## src/rtl/rom_rd_stream.sv

```systemverilog
// Read initiator for the single-port ROM: turns an {address, length} command into
// ROM reads and presents the returned words as a valid/ready stream with a last marker.
module rom_rd_stream #(
  parameter int unsigned D_WIDTH    = 32,
  parameter int unsigned DEPTH      = 65536,
  parameter int unsigned REG_OUT    = 1,
  parameter int unsigned FIFO_DEPTH = 4
) (
  input  logic                     clk_i,
  input  logic                     rst_n_i,
  input  logic                     cmd_valid_i,
  output logic                     cmd_ready_o,
  input  logic [$clog2(DEPTH)-1:0] cmd_addr_i,
  input  logic [$clog2(DEPTH):0]   cmd_len_i,
  output logic                     rom_rd_en_o,
  output logic [$clog2(DEPTH)-1:0] rom_rd_addr_o,
  input  logic [D_WIDTH-1:0]       rom_rd_data_i,
  output logic                     out_valid_o,
  input  logic                     out_ready_i,
  output logic [D_WIDTH-1:0]       out_data_o,
  output logic                     out_last_o,
  output logic                     busy_o
);

  localparam int unsigned A   = $clog2(DEPTH);
  localparam int unsigned LAT = 1 + REG_OUT;
  localparam int unsigned PW  = (FIFO_DEPTH > 1) ? $clog2(FIFO_DEPTH) : 1;
  localparam int unsigned CW  = $clog2(FIFO_DEPTH + 1);

  localparam logic [A-1:0]  ADDR_MAX = A'(DEPTH - 1);
  localparam logic [PW-1:0] PTR_MAX  = PW'(FIFO_DEPTH - 1);
  localparam logic [CW:0]   FIFO_LIM = (CW + 1)'(FIFO_DEPTH);
  localparam logic [CW-1:0] FIFO_FULL = CW'(FIFO_DEPTH);
  localparam logic [A:0]    LEN_ONE  = (A + 1)'(1);

  typedef enum logic [1:0] {
    IDLE,
    ISSUE,
    DRAIN
  } state_t;

  state_t state, state_n;

  logic [A-1:0]         cur_addr;
  logic [A:0]           remaining;
  logic                 cmd_fire;
  logic                 issue;
  logic [A-1:0]         issue_addr;
  logic [A:0]           issue_rem;
  logic                 issue_last;
  logic                 rd_last_q;
  logic [LAT-1:0]       vld_sr;
  logic [LAT-1:0]       last_sr;
  logic [CW-1:0]        inflight_cnt;
  logic [CW-1:0]        fifo_count;
  logic [PW-1:0]        wr_ptr;
  logic [PW-1:0]        rd_ptr;
  logic [D_WIDTH-1:0]   data_mem [FIFO_DEPTH];
  logic [FIFO_DEPTH-1:0] last_mem;
  logic                 push;
  logic                 pop;
  logic [CW:0]          reserved;
  logic                 room;
  logic                 drain_done;

  assign cmd_ready_o = (state == IDLE);
  assign busy_o      = (state != IDLE);
  assign cmd_fire    = cmd_valid_i && cmd_ready_o;

  assign push        = vld_sr[LAT-1];
  assign out_valid_o = (fifo_count != '0);
  assign pop         = out_valid_o && out_ready_i;
  assign out_data_o  = out_valid_o ? data_mem[rd_ptr] : '0;
  assign out_last_o  = out_valid_o && last_mem[rd_ptr];

  // Every issued read owns a FIFO slot from issue until it is popped; a pop in
  // the same cycle frees its slot early so a full-rate stream never stalls.
  assign reserved   = {1'b0, fifo_count} + {1'b0, inflight_cnt} - (CW + 1)'(pop);
  assign room       = (reserved < FIFO_LIM);
  assign drain_done = (inflight_cnt == '0) && (fifo_count == CW'(pop));

  always_ff @(posedge clk_i or negedge rst_n_i) begin
    if (!rst_n_i) begin
      state <= IDLE;
    end else begin
      state <= state_n;
    end
  end

  // The first read is issued straight from the accepting cycle.
  always_comb begin
    state_n    = state;
    issue      = 1'b0;
    issue_addr = cur_addr;
    issue_rem  = remaining;
    case (state)
      IDLE: begin
        if (cmd_fire && (cmd_len_i != '0)) begin
          issue      = 1'b1;
          issue_addr = cmd_addr_i;
          issue_rem  = cmd_len_i;
          state_n    = (cmd_len_i == LEN_ONE) ? DRAIN : ISSUE;
        end
      end
      ISSUE: begin
        if ((remaining != '0) && room) begin
          issue = 1'b1;
          if (remaining == LEN_ONE) begin
            state_n = DRAIN;
          end
        end
      end
      DRAIN: begin
        if (drain_done) begin
          state_n = IDLE;
        end
      end
      default: begin
        state_n = IDLE;
      end
    endcase
    issue_last = (issue_rem == LEN_ONE);
  end

  always_ff @(posedge clk_i or negedge rst_n_i) begin
    if (!rst_n_i) begin
      cur_addr      <= '0;
      remaining     <= '0;
      rom_rd_en_o   <= 1'b0;
      rom_rd_addr_o <= '0;
      rd_last_q     <= 1'b0;
      vld_sr        <= '0;
      last_sr       <= '0;
      inflight_cnt  <= '0;
    end else begin
      rom_rd_en_o <= issue;
      rd_last_q   <= issue && issue_last;
      if (issue) begin
        rom_rd_addr_o <= issue_addr;
        cur_addr      <= (issue_addr == ADDR_MAX) ? '0 : issue_addr + A'(1);
        remaining     <= issue_rem - LEN_ONE;
      end
      vld_sr[0]  <= rom_rd_en_o;
      last_sr[0] <= rd_last_q;
      for (int unsigned i = 1; i < LAT; i++) begin
        vld_sr[i]  <= vld_sr[i-1];
        last_sr[i] <= last_sr[i-1];
      end
      inflight_cnt <= inflight_cnt + CW'(issue) - CW'(push);
    end
  end

  always_ff @(posedge clk_i or negedge rst_n_i) begin
    if (!rst_n_i) begin
      wr_ptr     <= '0;
      rd_ptr     <= '0;
      fifo_count <= '0;
    end else begin
      if (push) begin
        wr_ptr <= (wr_ptr == PTR_MAX) ? '0 : wr_ptr + PW'(1);
      end
      if (pop) begin
        rd_ptr <= (rd_ptr == PTR_MAX) ? '0 : rd_ptr + PW'(1);
      end
      fifo_count <= fifo_count + CW'(push) - CW'(pop);
    end
  end

  always_ff @(posedge clk_i) begin
    if (push) begin
      data_mem[wr_ptr] <= rom_rd_data_i;
      last_mem[wr_ptr] <= last_sr[LAT-1];
    end
  end

  fifo_no_overflow: assert property (@(posedge clk_i) disable iff (!rst_n_i)
    !(push && !pop && (fifo_count == FIFO_FULL)));

endmodule

```

## config.mk

```make
export PLATFORM = sky130hd
export DESIGN_NAME = rom_rd_stream
export DESIGN_NICKNAME = d
export VERILOG_FILES = /design/src/rtl/rom_rd_stream.sv
export SDC_FILE = /design/constraint.sdc
export NUM_CORES = 1
export LEC_CHECK = 0
export CELL_PAD_IN_SITES_DETAIL_PLACEMENT = 0
export CELL_PAD_IN_SITES_GLOBAL_PLACEMENT = 1
export CORE_ASPECT_RATIO = 0.6
export CORE_UTILIZATION = 30
export CTS_CLUSTER_SIZE = 12
export DETAILED_ROUTE_END_ITERATION = 10
export PLACE_DENSITY = 0.62
export SETUP_SLACK_MARGIN = 0.1
export SYNTH_ARGS = -nofsm -noshare
export SYNTH_HDL_FRONTEND = slang
export SYNTH_SLANG_ARGS = --single-unit
```

## constraint.sdc

```tcl
create_clock -name clk_i -period 5.66 [get_ports clk_i]
set_input_delay 1.132 -clock clk_i [delete_from_list [all_inputs] [get_ports clk_i]]
set_output_delay 1.132 -clock clk_i [all_outputs]
set_load 0.005 [all_outputs]
```

# Word-level counts from Yosys, hierarchy flattened
# Memories as Yosys holds them, arrays and structs flattened.
# Index checks and enable logic that the tools add are counted.
dict set report word_totals {
  register_bits 71
  ram_bits 128
  n_memories 1
}
dict set report classes {
  addsub 10
  magnitude_cmp 4
  eq_ne 13
  n_mux 24
  n_reduce_logical 15
}
# memory words width read_ports rd_clocked_by_memory_dff write_ports line
set memory_table {}
lappend memory_table {data_mem 4 32 1 0 1 58} ;# logic [D_WIDTH-1:0] data_mem [FIFO_DEPTH];
# operator n
set op_table {}
lappend op_table {{$eq A17 B1 Y1 const B} 3}
lappend op_table {{$mux W16} 3}
lappend op_table {{$mux W17} 2}
lappend op_table {{$reduce_bool A17 Y1} 2}
lappend op_table {{$mux W32} 1}
lappend op_table {{$sub A17 B1 Y17 const B} 1}
lappend op_table {{$add A16 B1 Y16 const B} 1}
lappend op_table {{$eq A16 B16 Y1 const B} 1}
lappend op_table {{$mux W2} 7}
lappend op_table {{$logic_and A1 B1 Y1} 8}
lappend op_table {{$add A3 B1 Y3} 2}
lappend op_table {{$eq A2 B2 Y1 const B} 3}
lappend op_table {{$lt A2 B3 Y1 const B} 2}
lappend op_table {{$mux W1} 6}
lappend op_table {{$ne A2 B2 Y1 const B} 3}
lappend op_table {{$pmux W2 S3} 1}
lappend op_table {{$sub A3 B1 Y3} 2}
lappend op_table {{$add A2 B1 Y2 const B} 2}
lappend op_table {{$add A3 B3 Y4} 1}
lappend op_table {{$bwmux W4} 1}
lappend op_table {{$lt A4 B3 Y1 const B} 1}
lappend op_table {{$reduce_and A4 Y1} 1}
lappend op_table {{$sub A4 B1 Y4} 1}
lappend op_table {{$eq A3 B1 Y1} 1}
lappend op_table {{10 further kinds} 10}

# Longest topological paths before layout
dict set report logic_depth {
  ltp_word 9
  depth_mapped 18
}

# Worst setup path before layout
# OpenSTA, ideal clock, no wires.
dict set report synth_timing {
  path_type {input-to-reg}
  startpoint {input cmd_len_i[5]}
  endpoint {register cur_addr[5]}
  setup_time_ns 0.126
  t_arrival_ns 4.498
  setup_slack_ns 1.036
  cell_stages 16
  path_buffers 3
  path_cell_list {or4_4 > or3_4 > o21ai_4 > clkbuf_1 > mux2i_1 > inv_1 > ha_1 > clkbuf_1 > nand2_1 > nor4_1 > nand3_1 > mux2_2 > clkbuf_1 > a21o_1 > a21oi_1 > a21oi_1}
}
dict set report synth_between {
  elab_chain_cells 6
}
# item line
set synth_rtl {}
lappend synth_rtl {{from (decl)} 14} ;# input logic [$clog2(DEPTH):0] cmd_len_i,
lappend synth_rtl {{$reduce_bool A17 Y1 (*)} 98} ;# if (cmd_fire && (cmd_len_i != '0)) begin
lappend synth_rtl {{$logic_and A1 B1 Y1 (*)} 98}
lappend synth_rtl {{$mux W16 (*)} 98}
lappend synth_rtl {{$mux W16 (*)} 96} ;# case (state)
lappend synth_rtl {{via issue_addr[0]} 48} ;# logic [A-1:0] issue_addr;
lappend synth_rtl {{$add A16 B1 Y16 / $eq A16 B16 Y1 (equally long branches)} 140} ;# cur_addr <= (issue_addr == ADDR_MAX) ? '0 : issue_addr + A'(1);
lappend synth_rtl {{$mux W16 (*)} 140}
lappend synth_rtl {{to (signal assigned)} 140}
lappend synth_rtl {{to (decl)} 44} ;# logic [A-1:0] cur_addr;
# The timed path passes the listed nets; every way through them passes the cells marked *.
# A chain may end at the register's enable or synchronous reset.

# Worst setup path after layout
# Same ends and word-level chain as after synthesis.

==> impl_results.html <==
<table>
<tr><th>Metric</th><th>Value</th></tr>
<tr><th colspan="2">Timing</th></tr>
<tr><td>RSZ-0062 raised after global routing</td><td>false</td></tr>
<tr><td>Setup TNS</td><td>0 ps</td></tr>
<tr><td>Endpoints failing setup</td><td>0</td></tr>
<tr><td>Peak Freq</td><td>around 210 MHz</td></tr>
<tr><td>Final-layout worst hold slack</td><td>about 350 ps</td></tr>
<tr><td>Slew of the pin with the lowest slew margin</td><td>~960 ps</td></tr>
<tr><td>Hold Fails Final Rpt</td><td>0</td></tr>
<tr><td>Layout Skew</td><td>14.0 ps</td></tr>
<tr><td>Fin crit period</td><td>4740 ps</td></tr>
<tr><td>Fin crit share</td><td>about 84%</td></tr>
<tr><td>Number of max-slew violations in the final report</td><td>0</td></tr>
<tr><td>Max-Slew Margin vs Limit</td><td>between 30% and 40%</td></tr>
<tr><th colspan="2">GRT</th></tr>
<tr><td>Global-route total usage across every layer</td><td>between 10% and 20%</td></tr>
<tr><td>Wire length of the first global-routing pass</td><td>around 37000 um</td></tr>
<tr><td>Maximum number of pins on one net before global-route repair</td><td>between 60 and 70</td></tr>
<tr><td>Number of antenna violations at the first check in global routing</td><td>0</td></tr>
<tr><td>GRT Residual Overflow</td><td>0</td></tr>
<tr><td>Via count of the first global-routing pass</td><td>between 6000 and 7000</td></tr>
<tr><th colspan="2">Clock network</th></tr>
<tr><td># hold bufs at CTS</td><td>0</td></tr>
<tr><td>CTS Root Cell</td><td>clkbuf_16</td></tr>
<tr><td>Num CTS Buffers</td><td>17</td></tr>
<tr><td>Count of clock tree sinks</td><td>just under 200</td></tr>
<tr><td>Clk_lat worst skew</td><td>approximately 450 ps</td></tr>
<tr><td>Htree depth</td><td>4</td></tr>
<tr><td>Number of resized instances in the post-cts repair step</td><td>0</td></tr>
<tr><td>Number of buffers between clock root and the deepest sink</td><td>2</td></tr>
<tr><td>Clock transition time at the flip-flop clock pins of the worst setup and hold paths</td><td>80 ps</td></tr>
<tr><td>Number of post-CTS setup repair buffers</td><td>0</td></tr>
<tr><td>TritonCTS clock tree</td><td>yes</td></tr>
<tr><th colspan="2">Finish</th></tr>
<tr><td>Layout fillers</td><td>2999</td></tr>
<tr><td>Layout Area Growth over Synthesis</td><td>24.7%</td></tr>
<tr><td>Post-route insts no fill</td><td>about 1300</td></tr>
<tr><td>Net count, final</td><td>~940</td></tr>
<tr><td>Antenna diodes</td><td>0</td></tr>
<tr><td>Fraction of final layout cells with drive strength greater than 1</td><td>~13%</td></tr>
<tr><th colspan="2">Die</th></tr>
<tr><td>Die footprint</td><td>between 0.03 and 0.04 mm2</td></tr>
<tr><td>Placement Rows</td><td>50</td></tr>
<tr><td>Core box area</td><td>slightly above 0.03 mm2</td></tr>
<tr><td>Top Ports</td><td>~120</td></tr>
<tr><td>Die width</td><td>roughly 230 um</td></tr>
<tr><td>Floorplan die height</td><td>between 100 and 150 um</td></tr>
<tr><td>Effective utilization at floorplan</td><td>between 30% and 40%</td></tr>
<tr><th colspan="2">Logic synthesis</th></tr>
<tr><td>Syn Area/Cell</td><td>approximately 13 um2</td></tr>
<tr><td>Cell area after technology mapping</td><td>0.00949 mm2</td></tr>
<tr><td>Warnings from Yosys</td><td>0</td></tr>
<tr><td>Asr flop ratio synth</td><td>between 30% and 40%</td></tr>
<tr><td>Sequential share of the synthesized area</td><td>between 50% and 60%</td></tr>
<tr><td>Count leader, synth</td><td>edfxtp_1</td></tr>
<tr><td>Cell count after synthesis</td><td>approximately 730</td></tr>
<tr><td>Ys flop type</td><td>edfxtp_1</td></tr>
<tr><td>Count of flip-flops with a built-in enable after synthesis</td><td>approximately 130</td></tr>
<tr><td>Synthesized net count</td><td>between 800 and 900</td></tr>
<tr><td>Largest area contributor in the netlist</td><td>edfxtp_1</td></tr>
<tr><td>Cell types with the highest counts after synthesis</td><td>132 x edfxtp_1, 68 x nand2_1, 67 x dfrtp_1</td></tr>
<tr><td>Top-area cell type share of the netlist area</td><td>between 40% and 50%</td></tr>
<tr><td>Synthesis-stage register bit count</td><td>199</td></tr>
<tr><td>Main area contributors after synthesis</td><td>edfxtp_1 42%, dfrtp_1 18%, mux4_2 7.8%, mux2i_1 3.0%, nand2_1 2.7%</td></tr>
<tr><td>Unique masters post-synth</td><td>63</td></tr>
<tr><th colspan="2">Outcome</th></tr>
<tr><td>Outcome</td><td>finished, final reports clean</td></tr>
<tr><th colspan="2">Power</th></tr>
<tr><td>Final Total Pwr</td><td>a little under 6000 uW</td></tr>
<tr><td>Leakage Power</td><td>between 0.004 and 0.005 uW</td></tr>
<tr><td>Power Dens Cells</td><td>between 400 and 500 mW/mm2</td></tr>
<tr><td>Worst VDD drop</td><td>0.209 mV</td></tr>
<tr><th colspan="2">Min path</th></tr>
<tr><td>Path category of the worst min-delay check</td><td>reg -&gt; reg</td></tr>
<tr><th colspan="2">Flow run</th></tr>
<tr><td>Max-capacitance violation count</td><td>0</td></tr>
<tr><th colspan="2">Route</th></tr>
<tr><td>Antenna-violating nets left</td><td>0</td></tr>
<tr><td>DR vias/cell</td><td>about 4.8</td></tr>
<tr><td>Routed WL</td><td>between 20000 and 25000 um</td></tr>
<tr><td>First-pass iteration count of the detailed router</td><td>5</td></tr>
<tr><td>Routed len/inst</td><td>around 18 um</td></tr>
<tr><td>Number of vias in the routed layout</td><td>between 6000 and 7000</td></tr>
<tr><td>Remaining design rule violation count</td><td>0</td></tr>
<tr><td>DRT iter0 DRCs</td><td>306</td></tr>
<tr><th colspan="2">Setup path</th></tr>
<tr><td>Largest stage delay on the critical path</td><td>about 610 ps</td></tr>
<tr><td>Number of buffers and inverters on the critical path</td><td>2</td></tr>
<tr><td>Data arrival, critical path</td><td>roughly 5000 ps</td></tr>
<tr><td>Crit path required time</td><td>around 6000 ps</td></tr>
<tr><td>Gate family responsible for the most delay along the worst path</td><td>simple AND/OR/NAND/NOR gates</td></tr>
<tr><td>Register-to-Register Setup Slack</td><td>between 1500 and 2000 ps</td></tr>
<tr><td>Category of the most critical setup path</td><td>in -&gt; reg</td></tr>
<tr><td>Setup crit start kind</td><td>input pin</td></tr>
<tr><td>Cell occurring most often along the worst timing path</td><td>a21oi_1</td></tr>
<tr><td>Critical path, cell by cell</td><td>clkdlybuf4s50_1 &gt; or4_4 &gt; or3_4 &gt; o21ai_4 &gt; mux2i_1 &gt; inv_1 &gt; ha_1 &gt; nand2_1 &gt; nor4_1 &gt; nand3_1 &gt; mux2_2 &gt; a21o_1 &gt; a21oi_1 &gt; a21oi_1</td></tr>
<tr><td>Top fanout value on the critical path</td><td>12</td></tr>
<tr><td>Worst-path cell with the longest stage delay</td><td>or4_4</td></tr>
<tr><td>Critical Path Sink Type</td><td>flip-flop</td></tr>
<tr><th colspan="2">Place</th></tr>
<tr><td>DP Wirelength</td><td>16000 um</td></tr>
<tr><td>Routability Congestion</td><td>0.797</td></tr>
<tr><td>I/O Buffers</td><td>121</td></tr>
<tr><td>Count of placed standard cells including taps</td><td>approximately 1300</td></tr>
</table>
==> through the flow <==
step / setup WS [ps] / utilization, % / area (um2)
2_1_floorplan: 1040 / - / 9490
3_3_place_gp: 589 / 36.1 / 11200
3_5_place_dp: 482 / 36.1 / 11200
4_1_cts: 980 / 38.0 / 11800
5_1_grt: 640 / 38.0 / 11800
6_report: 921 / 38.0 / 11800
==> cells by family (layout without fill, tap and decap cells) <==
family	count (synthesis)	after routing	synth area share, %
and+or+nand+nor	246	246	13.2
adders and majority gates	18	18	2.53
DFF	199	199	59.4
buffers and inverters	61	201	2.58
muxes	69	69	11.7
AOI/OAI and AO/OA	87	87	6.13
xor gates and xnor gates	48	48	4.43
==> final cells by class <==
cell class                      instances  area (um2)  share of cell area, %
Sequential cell                       199        5640                   47.6
Multi-Input combinational cell        468        3620                   30.6
Timing Repair Buffer                  139        1340                   11.3
Tap cell                              416         520                   4.40
Clock buffer                           17         425                   3.59
Clock inverter                         15         171                   1.45
Inverter                               30         113                  0.951
==> worst register-to-register path: cells and delay by family (launching register included) <==
family	cells	cell delay, ps
AOI/OAI and AO/OA	2	610
xor gates and xnor gates	1	160
adders and majority gates	2	450
buffers and inverters	4	780
DFF	1	440
muxes	1	90
and+or+nand+nor	6	1220
==> placed cells by master (no fill, tap or decap), types with 8 or more instances in the layout <==
cell,netlist,routed
buf_4,1,19
nor4_1,11,11
dfrtp_1,67,66
xor2_1,19,19
edfxtp_1,132,132
inv_1,30,30
a21oi_1,23,22
nand3_1,19,19
mux2_2,8,8
mux2i_1,28,28
xnor2_1,29,29
clkbuf_16,0,17
ha_1,16,16
nor2_1,51,51
nor3_1,20,20
clkdlybuf4s50_1,0,120
o21ai_0,12,12
nand2_1,68,68
a31oi_1,21,21
mux4_2,33,33
and2_1,40,40
==> flip-flops by register name (all words and copies together), names as in the netlist <==
register / count
last_sr: 2
inflight_cnt: 3
vld_sr: 2
rom_rd_en_o: 1
rd_ptr: 2
wr_ptr: 2
remaining: 17
state: 2
rom_rd_addr_o: 16
last_mem: 4
rd_last_q: 1
data_mem: 128
fifo_count: 3
cur_addr: 16
==> layer usage <==
layer	up-vias	global-route usage [%]	wire length, um
li1	2960	-	-
met1	3142	23.6	12500
met2	104	20.6	9960
met3	7	3.67	956
met4	0	4.16	170
met5	-	0	0
==> where the power goes <==
part	switching [uW]	total, uW	internal, uW
clock	634	1230	600
combinational	1140	2390	1250
sequential	292	2230	1940
==> worst paths after layout <==
kind | from | to | cells past startpoint
setup / recovery | cmd_len_i[5] | cur_addr[5] | 14
hold / removal | last_sr[0] | last_sr[1] | 0
min in group asynchronous | rst_n_i | rom_rd_addr_o[3] | 1
hold reg to reg | last_sr[0] | last_sr[1] | 0
setup reg to reg | fifo_count[1] | remaining[11] | 16
max in group asynchronous | rst_n_i | rd_ptr[0] | 1
Power figures use the tool's default switching activity.
